$ cat config.mk
export PLATFORM = sky130hd
export DESIGN_NAME = pwm_profile_sequencer
export DESIGN_NICKNAME = d
export VERILOG_FILES = /design/src/rtl/pwm_profile_sequencer.sv
export SDC_FILE = /design/constraint.sdc
export NUM_CORES = 1
export LEC_CHECK = 0
export BUFFER_PORTS_ARGS = -buffer_cell sky130_fd_sc_hd__buf_2
export CORE_MARGIN = 3
export CORE_UTILIZATION = 53
export DETAILED_ROUTE_END_ITERATION = 6
export PLACE_DENSITY = 0.79
export SLEW_MARGIN = 10
export SYNTH_ARGS = -nofsm -noshare
export SYNTH_HDL_FRONTEND = slang
export SYNTH_SLANG_ARGS = --single-unit
$ cat constraint.sdc
create_clock -name clk -period 3.3 [get_ports clk]
set_input_delay 0.33 -clock clk [delete_from_list [all_inputs] [get_ports clk]]
set_output_delay 0.33 -clock clk [all_outputs]
set_load 0.01 [all_outputs]
$ cat src/rtl/pwm_profile_sequencer.sv
// Walks the PWM generator through a small table of (set, clr, reload) steps,
// holding each step for a programmed number of PWM periods tracked by a mirror counter.
module pwm_profile_sequencer #(
  parameter int DEPTH  = 4,
  parameter int ADDR_W = 2
) (
  input  logic              clk,
  input  logic              res_i,
  input  logic              wr_en_i,
  input  logic [ADDR_W-1:0] wr_addr_i,
  input  logic [23:0]       wr_data_i,
  input  logic              start_i,
  input  logic              stop_i,
  input  logic              loop_i,
  input  logic [7:0]        repeat_i,
  input  logic [ADDR_W-1:0] last_idx_i,
  output logic [7:0]        set_thres_o,
  output logic [7:0]        clr_thres_o,
  output logic [7:0]        reload_o,
  output logic [ADDR_W-1:0] step_o,
  output logic              busy_o,
  output logic              period_end_o,
  output logic              done_o
);

  typedef enum logic [1:0] {S_IDLE, S_LOAD, S_RUN, S_DONE} state_t;

  state_t            state_q, state_d;
  logic [23:0]       tbl_q [DEPTH];
  logic [ADDR_W-1:0] idx_q, idx_d;
  logic [7:0]        pcnt_q, pcnt_d;
  logic [7:0]        rep_q, rep_d;
  logic [7:0]        set_q, set_d;
  logic [7:0]        clr_q, clr_d;
  logic [7:0]        reload_q, reload_d;
  logic [ADDR_W-1:0] step_q, step_d;
  logic [7:0]        rep_cfg_q, rep_cfg_d;
  logic              loop_cfg_q, loop_cfg_d;
  logic [ADDR_W-1:0] last_cfg_q, last_cfg_d;

  logic              wrap;
  logic [8:0]        rep_tgt;
  logic              step_end;
  logic              at_last;

  // Profile table: writable at any time, read only when a step is loaded.
  always_ff @(posedge clk) begin
    if (res_i) begin
      for (int i = 0; i < DEPTH; i++) tbl_q[i] <= '0;
    end else if (wr_en_i) begin
      tbl_q[wr_addr_i] <= wr_data_i;
    end
  end

  assign wrap     = (pcnt_q == reload_q);
  assign rep_tgt  = (rep_cfg_q == 8'd0) ? 9'd1 : {1'b0, rep_cfg_q};
  assign step_end = wrap && (({1'b0, rep_q} + 9'd1) >= rep_tgt);
  assign at_last  = (idx_q == last_cfg_q);

  always_ff @(posedge clk) begin
    if (res_i) state_q <= S_IDLE;
    else       state_q <= state_d;
  end

  always_comb begin
    state_d = state_q;
    case (state_q)
      S_IDLE: if (start_i && !stop_i) state_d = S_LOAD;
      S_LOAD: state_d = stop_i ? S_IDLE : S_RUN;
      S_RUN: begin
        if (stop_i)                      state_d = S_IDLE;
        else if (step_end && at_last && !loop_cfg_q) state_d = S_DONE;
        else if (step_end)               state_d = S_LOAD;
      end
      S_DONE: state_d = S_IDLE;
      default: state_d = S_IDLE;
    endcase
  end

  always_comb begin
    busy_o       = (state_q == S_LOAD) || (state_q == S_RUN);
    done_o       = (state_q == S_DONE);
    period_end_o = (state_q == S_RUN) && wrap;
  end

  always_comb begin
    idx_d      = idx_q;
    pcnt_d     = pcnt_q;
    rep_d      = rep_q;
    set_d      = set_q;
    clr_d      = clr_q;
    reload_d   = reload_q;
    step_d     = step_q;
    rep_cfg_d  = rep_cfg_q;
    loop_cfg_d = loop_cfg_q;
    last_cfg_d = last_cfg_q;
    case (state_q)
      S_IDLE: begin
        if (start_i && !stop_i) begin
          idx_d      = '0;
          rep_cfg_d  = repeat_i;
          loop_cfg_d = loop_i;
          last_cfg_d = last_idx_i;
        end
      end
      S_LOAD: begin
        if (stop_i) begin
          set_d    = '0;
          clr_d    = '0;
          reload_d = '0;
        end else begin
          {reload_d, clr_d, set_d} = tbl_q[idx_q];
          step_d = idx_q;
          pcnt_d = '0;
          rep_d  = '0;
        end
      end
      S_RUN: begin
        // Zero thresholds park the PWM output low on abort.
        if (stop_i) begin
          set_d    = '0;
          clr_d    = '0;
          reload_d = '0;
        end else if (wrap) begin
          pcnt_d = '0;
          rep_d  = rep_q + 8'd1;
          if (step_end) idx_d = at_last ? '0 : idx_q + ADDR_W'(1);
        end else begin
          pcnt_d = pcnt_q + 8'd1;
        end
      end
      default: ;
    endcase
  end

  always_ff @(posedge clk) begin
    if (res_i) begin
      idx_q      <= '0;
      pcnt_q     <= '0;
      rep_q      <= '0;
      set_q      <= '0;
      clr_q      <= '0;
      reload_q   <= '0;
      step_q     <= '0;
      rep_cfg_q  <= '0;
      loop_cfg_q <= 1'b0;
      last_cfg_q <= '0;
    end else begin
      idx_q      <= idx_d;
      pcnt_q     <= pcnt_d;
      rep_q      <= rep_d;
      set_q      <= set_d;
      clr_q      <= clr_d;
      reload_q   <= reload_d;
      step_q     <= step_d;
      rep_cfg_q  <= rep_cfg_d;
      loop_cfg_q <= loop_cfg_d;
      last_cfg_q <= last_cfg_d;
    end
  end

  assign set_thres_o = set_q;
  assign clr_thres_o = clr_q;
  assign reload_o    = reload_q;
  assign step_o      = step_q;

endmodule

# [After elaboration in Yosys (flattened, before gate mapping)]
# Memory sizes are Yosys's and may differ from the RTL's. A register that Yosys moved wholly into a read port is not among the register bits.
# Index checks and enable logic that the tools add are counted.
[word_totals] out_inout_bits=29 mem_bits_rw=96 reg_bits=57 mem_count=1
[mem_list] name="tbl_q" depth=4 word_bits=24 rd=1 rd_clocked_by_memory_dff=1 write_ports=4 line_no="29" source="logic [23:0] tbl_q [DEPTH];"
[classes] n_lt_le_gt_ge=1 bitwise=1 reduce_logical=20 eq_ne=12 addsub=4 mux=37
[ops] operator="8-bit two-way mux" n=10
[ops] operator="8-bit case mux with 2 select lines" n=5
[ops] operator="2-bit two-way mux" n=13
[ops] operator="24-bit two-way mux" n=1
[ops] operator="24-bit OR reduction" n=1
[ops] operator="8-bit by 1-bit adder with 8-bit output, second input constant" n=2
[ops] operator="2-bit != test, second input constant" n=6
[ops] operator="8-bit by 1-bit adder with 9-bit output, second input constant" n=1
[ops] operator="9-bit by 8-bit greater-or-equal comparator with 1-bit output" n=1
[ops] operator="8-bit equality test" n=1
[ops] operator="8-bit logical NOT" n=1
[ops] operator="2-bit case mux with 4 select lines" n=1
[ops] operator="2-bit AND reduction" n=4
[ops] operator="1-bit two-way mux" n=6
[ops] operator="1-bit logical AND" n=5
[ops] operator="5-bit AND reduction" n=1
[ops] operator="2-bit equality test, second input constant" n=2
[ops] operator="4-bit != test, second input constant" n=1
[ops] operator="2-bit case mux with 2 select lines" n=1
[ops] operator="4-bit AND reduction" n=1
[ops] operator="2-bit nonzero test" n=2
[ops] operator="3-bit AND reduction" n=1
[ops] operator="2-bit by 1-bit adder with 2-bit output, second input constant" n=1
[ops] operator="2-bit by 1-bit equality test with 1-bit output, second input constant" n=1
[ops] operator="other kinds (5)" n=6

# [Longest topological paths before layout]
[depth] word_depth=10 mapped_depth=10

# [Worst setup path after synthesis]
# OpenSTA, ideal clock, no wires.
[synth_timing] path_kind="reg-to-reg" start="register rep_q[0]" end="register state_q[1]" setup_ps=62 period_less_slack_ps=2490 n_path_buf=0 arrival_ps=2429 stages_incl_launch_ff=11 setup_slack_ps=810 path_cell_list="dfxtp_1 ha_1 nand3_1 or2_2 nand2_1 ha_1 nand3_1 nor2_1 a2111o_1 or4_1 nand3_1"
[synth_via] elab_chain_cells=8
[synth_lines] item="start, declared" line_no="32" source="logic [7:0] rep_q, rep_d;"
[synth_lines] item="start signal, assigned" line_no="151" source="rep_q <= rep_d;"
[synth_lines] item="8-bit by 1-bit adder with 9-bit output *" line_no="57" source="assign step_end = wrap && (({1'b0, rep_q} + 9'd1) >= rep_tgt);"
[synth_lines] item="9-bit by 8-bit greater-or-equal comparator with 1-bit output *" line_no="57"
[synth_lines] item="1-bit logical AND *" line_no="57"
[synth_lines] item="1-bit logical AND (2 in a row)" line_no="72" source="else if (step_end && at_last && !loop_cfg_q) state_d = S_DONE;"
[synth_lines] item="2-bit two-way mux" line_no="72"
[synth_lines] item="2-bit two-way mux" line_no="71" source="if (stop_i) state_d = S_IDLE;"
[synth_lines] item="2-bit case mux with 4 select lines" line_no="67" source="case (state_q)"
[synth_lines] item="end signal, assigned" line_no="62" source="else state_q <= state_d;"
[synth_lines] item="end, declared" line_no="28" source="state_t state_q, state_d;"
# Every way passes the cells marked *; elsewhere a longest branch is shown, timed or not.
# A chain may end at the register's enable or synchronous reset.

# [Worst setup path in the final report]
[layout_timing] start="register rep_q[0]" end="register idx_q[1]"
[layout_via] elab_chain_cells=5
[layout_lines] item="8-bit by 1-bit adder with 9-bit output" line_no="57"
[layout_lines] item="9-bit by 8-bit greater-or-equal comparator with 1-bit output" line_no="57"
[layout_lines] item="1-bit logical AND" line_no="57"
[layout_lines] item="2-bit != test (no source line)"
[layout_lines] item="5-bit AND reduction (no source line)"
[layout_lines] item="end signal, assigned" line_no="149" source="idx_q <= idx_d;"
[layout_lines] item="end, declared" line_no="30" source="logic [ADDR_W-1:0] idx_q, idx_d;"
# No other way between the ends.

==> results.sh <==
export IMPL_run_status="finished clean"
export IMPL_powerDensity_nw_per_um2=568.0
export IMPL_num_vias=4560
export IMPL_dp_cells=772
export IMPL_leakagePower_nw=3.148
export IMPL_placement_io_buffers=70
export IMPL_drtIter0Drc=407
export IMPL_cts_resized=0
export IMPL_timing_hold_ws_ns=0.1402
export IMPL_rsz0062_at_grt="no"
export IMPL_clockBufferDepth=2
export IMPL_crit_start="rep_q[0]"
export IMPL_fp_dieW_um=120.7
export IMPL_gp_congestion=0.8579
export IMPL_cts_made_buffers=17
export IMPL_hold_buffers=0
export IMPL_grt_max_degree=61
export IMPL_placed_area_sq_um=7512
export IMPL_diodes=0
export IMPL_critPathMaxFanout=7
export IMPL_min_period_over_period_pct=84.64
export IMPL_ys_ff_latch=155
export IMPL_num_nets_final=675
export IMPL_power_internal_mw=3.420
export IMPL_num_io_pins=71
export IMPL_reg2reg_from="rep_q[0]"
export IMPL_cp_end_kind="flip-flop"
export IMPL_start_kind="flip-flop"
export IMPL_wire_per_inst_um=18.67
export IMPL_start_util_pct=54.83
export IMPL_ff_latch_area_sq_um=4064
export IMPL_clock_sinks=155
export IMPL_postRouteAntennaNets=0
export IMPL_max_freq_mhz=358.0
export IMPL_hp_start="last_idx_i[1]"
export IMPL_finalWirelength_um=15010
export IMPL_seqPwrFrac_pct=48.8
export IMPL_netlist_area_sq_um=6975
export IMPL_drcViolationCount=0
export IMPL_syn_area_per_cell_sq_um=12.71
export IMPL_hp_class="primary input to flip-flop"
export IMPL_cp_data_required_time_ns=3.65
export IMPL_die_y_um=120.7
export IMPL_p_total_mw=4.589
export IMPL_drtPass1Iterations=4
export IMPL_seq_area_frac_synth_pct=58.26
export IMPL_fin_crit_ns=2.793
export IMPL_yosysTopAreaCell="edfxtp_1"
export IMPL_worstMarginPinSlew_ns=1.031
export IMPL_clk_pin_slew_worst_paths_ns=0.07
export IMPL_ir_drop_uv=399.8
export IMPL_synth_distinct_cells=56
export IMPL_netlist_instances=549
export IMPL_cts_htree_levels=4
export IMPL_comb_power_share_pct=10.5
export IMPL_synth_edf_count=96
export IMPL_switching_power_mw=1.168
export IMPL_swShare_pct=25.46
export IMPL_clk_latency_ns=0.42
export IMPL_syn_nets=605
export IMPL_maxCapViolCount=0
export IMPL_setup_viol=0
export IMPL_ys_flop_type="edfxtp_1"
export IMPL_arrival_ns=3.14
export IMPL_core_sq_um=12720
export IMPL_fp_dieArea_sq_um=14570
export IMPL_clock_root_buffer="clkbuf_16"
export IMPL_nFillCells=1008
export IMPL_fin_skew_ns=0.005819
export IMPL_vias_per_cell=5.672
export IMPL_track_usage_pct=21.78
export IMPL_grt_pass1_wl_um=24200
export IMPL_num_rows=41
export IMPL_grt_overflow_total=0
export IMPL_multi_input_area_sq_um=2763
export IMPL_dp_hpwl_um=9494
export IMPL_cts_setup_buffers=0
export IMPL_slew_violations=0
export IMPL_power_frac_clock_pct=40.8
export IMPL_drive_gt1_share_pct=24.53
export IMPL_async_flop_share_pct=0
export IMPL_yosys_warnings=0
export IMPL_antenna_found_initial=1
export IMPL_final_cell_area_sq_um=8079
export IMPL_synthTopCellsByCount="and2_1 (96), edfxtp_1 (96), dfxtp_1 (59), nor2_1 (55)"
export IMPL_cts_tree="built"
export IMPL_fin_setup_tns_ns=0
export IMPL_crit_type="flip-flop to flip-flop"
export IMPL_fin_cells=804
export IMPL_synth_top_cell_area_share_pct=41.33
export IMPL_synthToLayoutAreaGrowth_pct=15.82
export IMPL_synth_area_leaders="edfxtp_1 (41%), dfxtp_1 (17%), and2_1 (8.6%)"
export IMPL_slew_headroom_pct=30.95
export IMPL_hold_violations=0
export IMPL_grt_pass1_vias=4676
export IMPL_fin_ws_ns=0.5069
export IMPL_final_core_utilization_pct=63.50
export IMPL_pre_cts_slack_ns=0.5583
placed cells by master (no fill, tap or decap), drive strengths merged, types with 11 or more instances in the layout:
cell,netlist,final
dfxtp,59,59
mux4,24,24
mux2i,17,17
nand2,11,11
inv,14,20
edfxtp,96,96
clkbuf,18,17
nor2,57,57
ha,14,14
a22oi,24,24
buf,10,79
and2,96,96
final cells by class:
type | instances | share of cell area, %
well taps | 172 | 2.664
clock inverters | 15 | 1.750
clock buffers | 17 | 5.266
inverters | 14 | 0.6505
repair buffers | 79 | 5.173
multi-input cells | 352 | 34.20
flip-flops and latches | 155 | 50.30
path summary, 6_finish.rpt:
path | to | slack [ns] | depth (start not counted)
min | last_cfg_q[1] | 0.14 | 3
max reg2reg | idx_q[1] | 0.51 | 10
min reg2reg | rep_cfg_q[1] | 0.50 | 2
max | idx_q[1] | 0.51 | 10
kinds of logic (layout without fill, tap and decap cells):
group | count (synthesis) | in the layout | synth area share (%)
mux | 41 | 41 | 10.19
compound gates | 65 | 65 | 7.103
fa+ha+maj | 14 | 14 | 2.511
simple gates | 213 | 213 | 16.95
flops | 155 | 155 | 58.26
buf+inv | 42 | 125 | 2.493
xor+xnor | 19 | 19 | 2.493
flip-flops by register name (all words and copies together) (netlist names), named ones only:
register and cells:
tbl_q 96, clr_thres_o 8, pcnt_q 8, reload_o 8, rep_cfg_q 8, rep_q 8, set_thres_o 8, idx_q 2
last_cfg_q 2, state_q 2, step_o 2, loop_cfg_q 1
power groups by stage:
stage                     Clock [mW]  Combinational, mW  Sequential, mW
final                           1.87              0.480            2.24
after CTS                       1.90              0.481            2.24
after detailed placement           0              0.477            2.28
after global routing            1.98              0.527            2.25
after global placement             0              0.465            2.27
after floorplan                    0              0.310            2.27
routing by layer:
layer	part of all wire, %	global-route usage [%]
met5	0.047	0
met4	2.5	9.490
met3	4.5	6.501
met2	51	35.73
met1	42	26.84
critical path: stages (launching register included):
cell      delay, ns
dfxtp_1        0.46
ha_1           0.32
nand3_1        0.13
or2_2          0.30
nand2_1        0.08
ha_1           0.24
nand3_1        0.12
nor2_1         0.06
a2111o_1       0.43
o211ai_1       0.31
mux2i_1        0.26
Note: power is estimated with default switching activity, not from simulation.
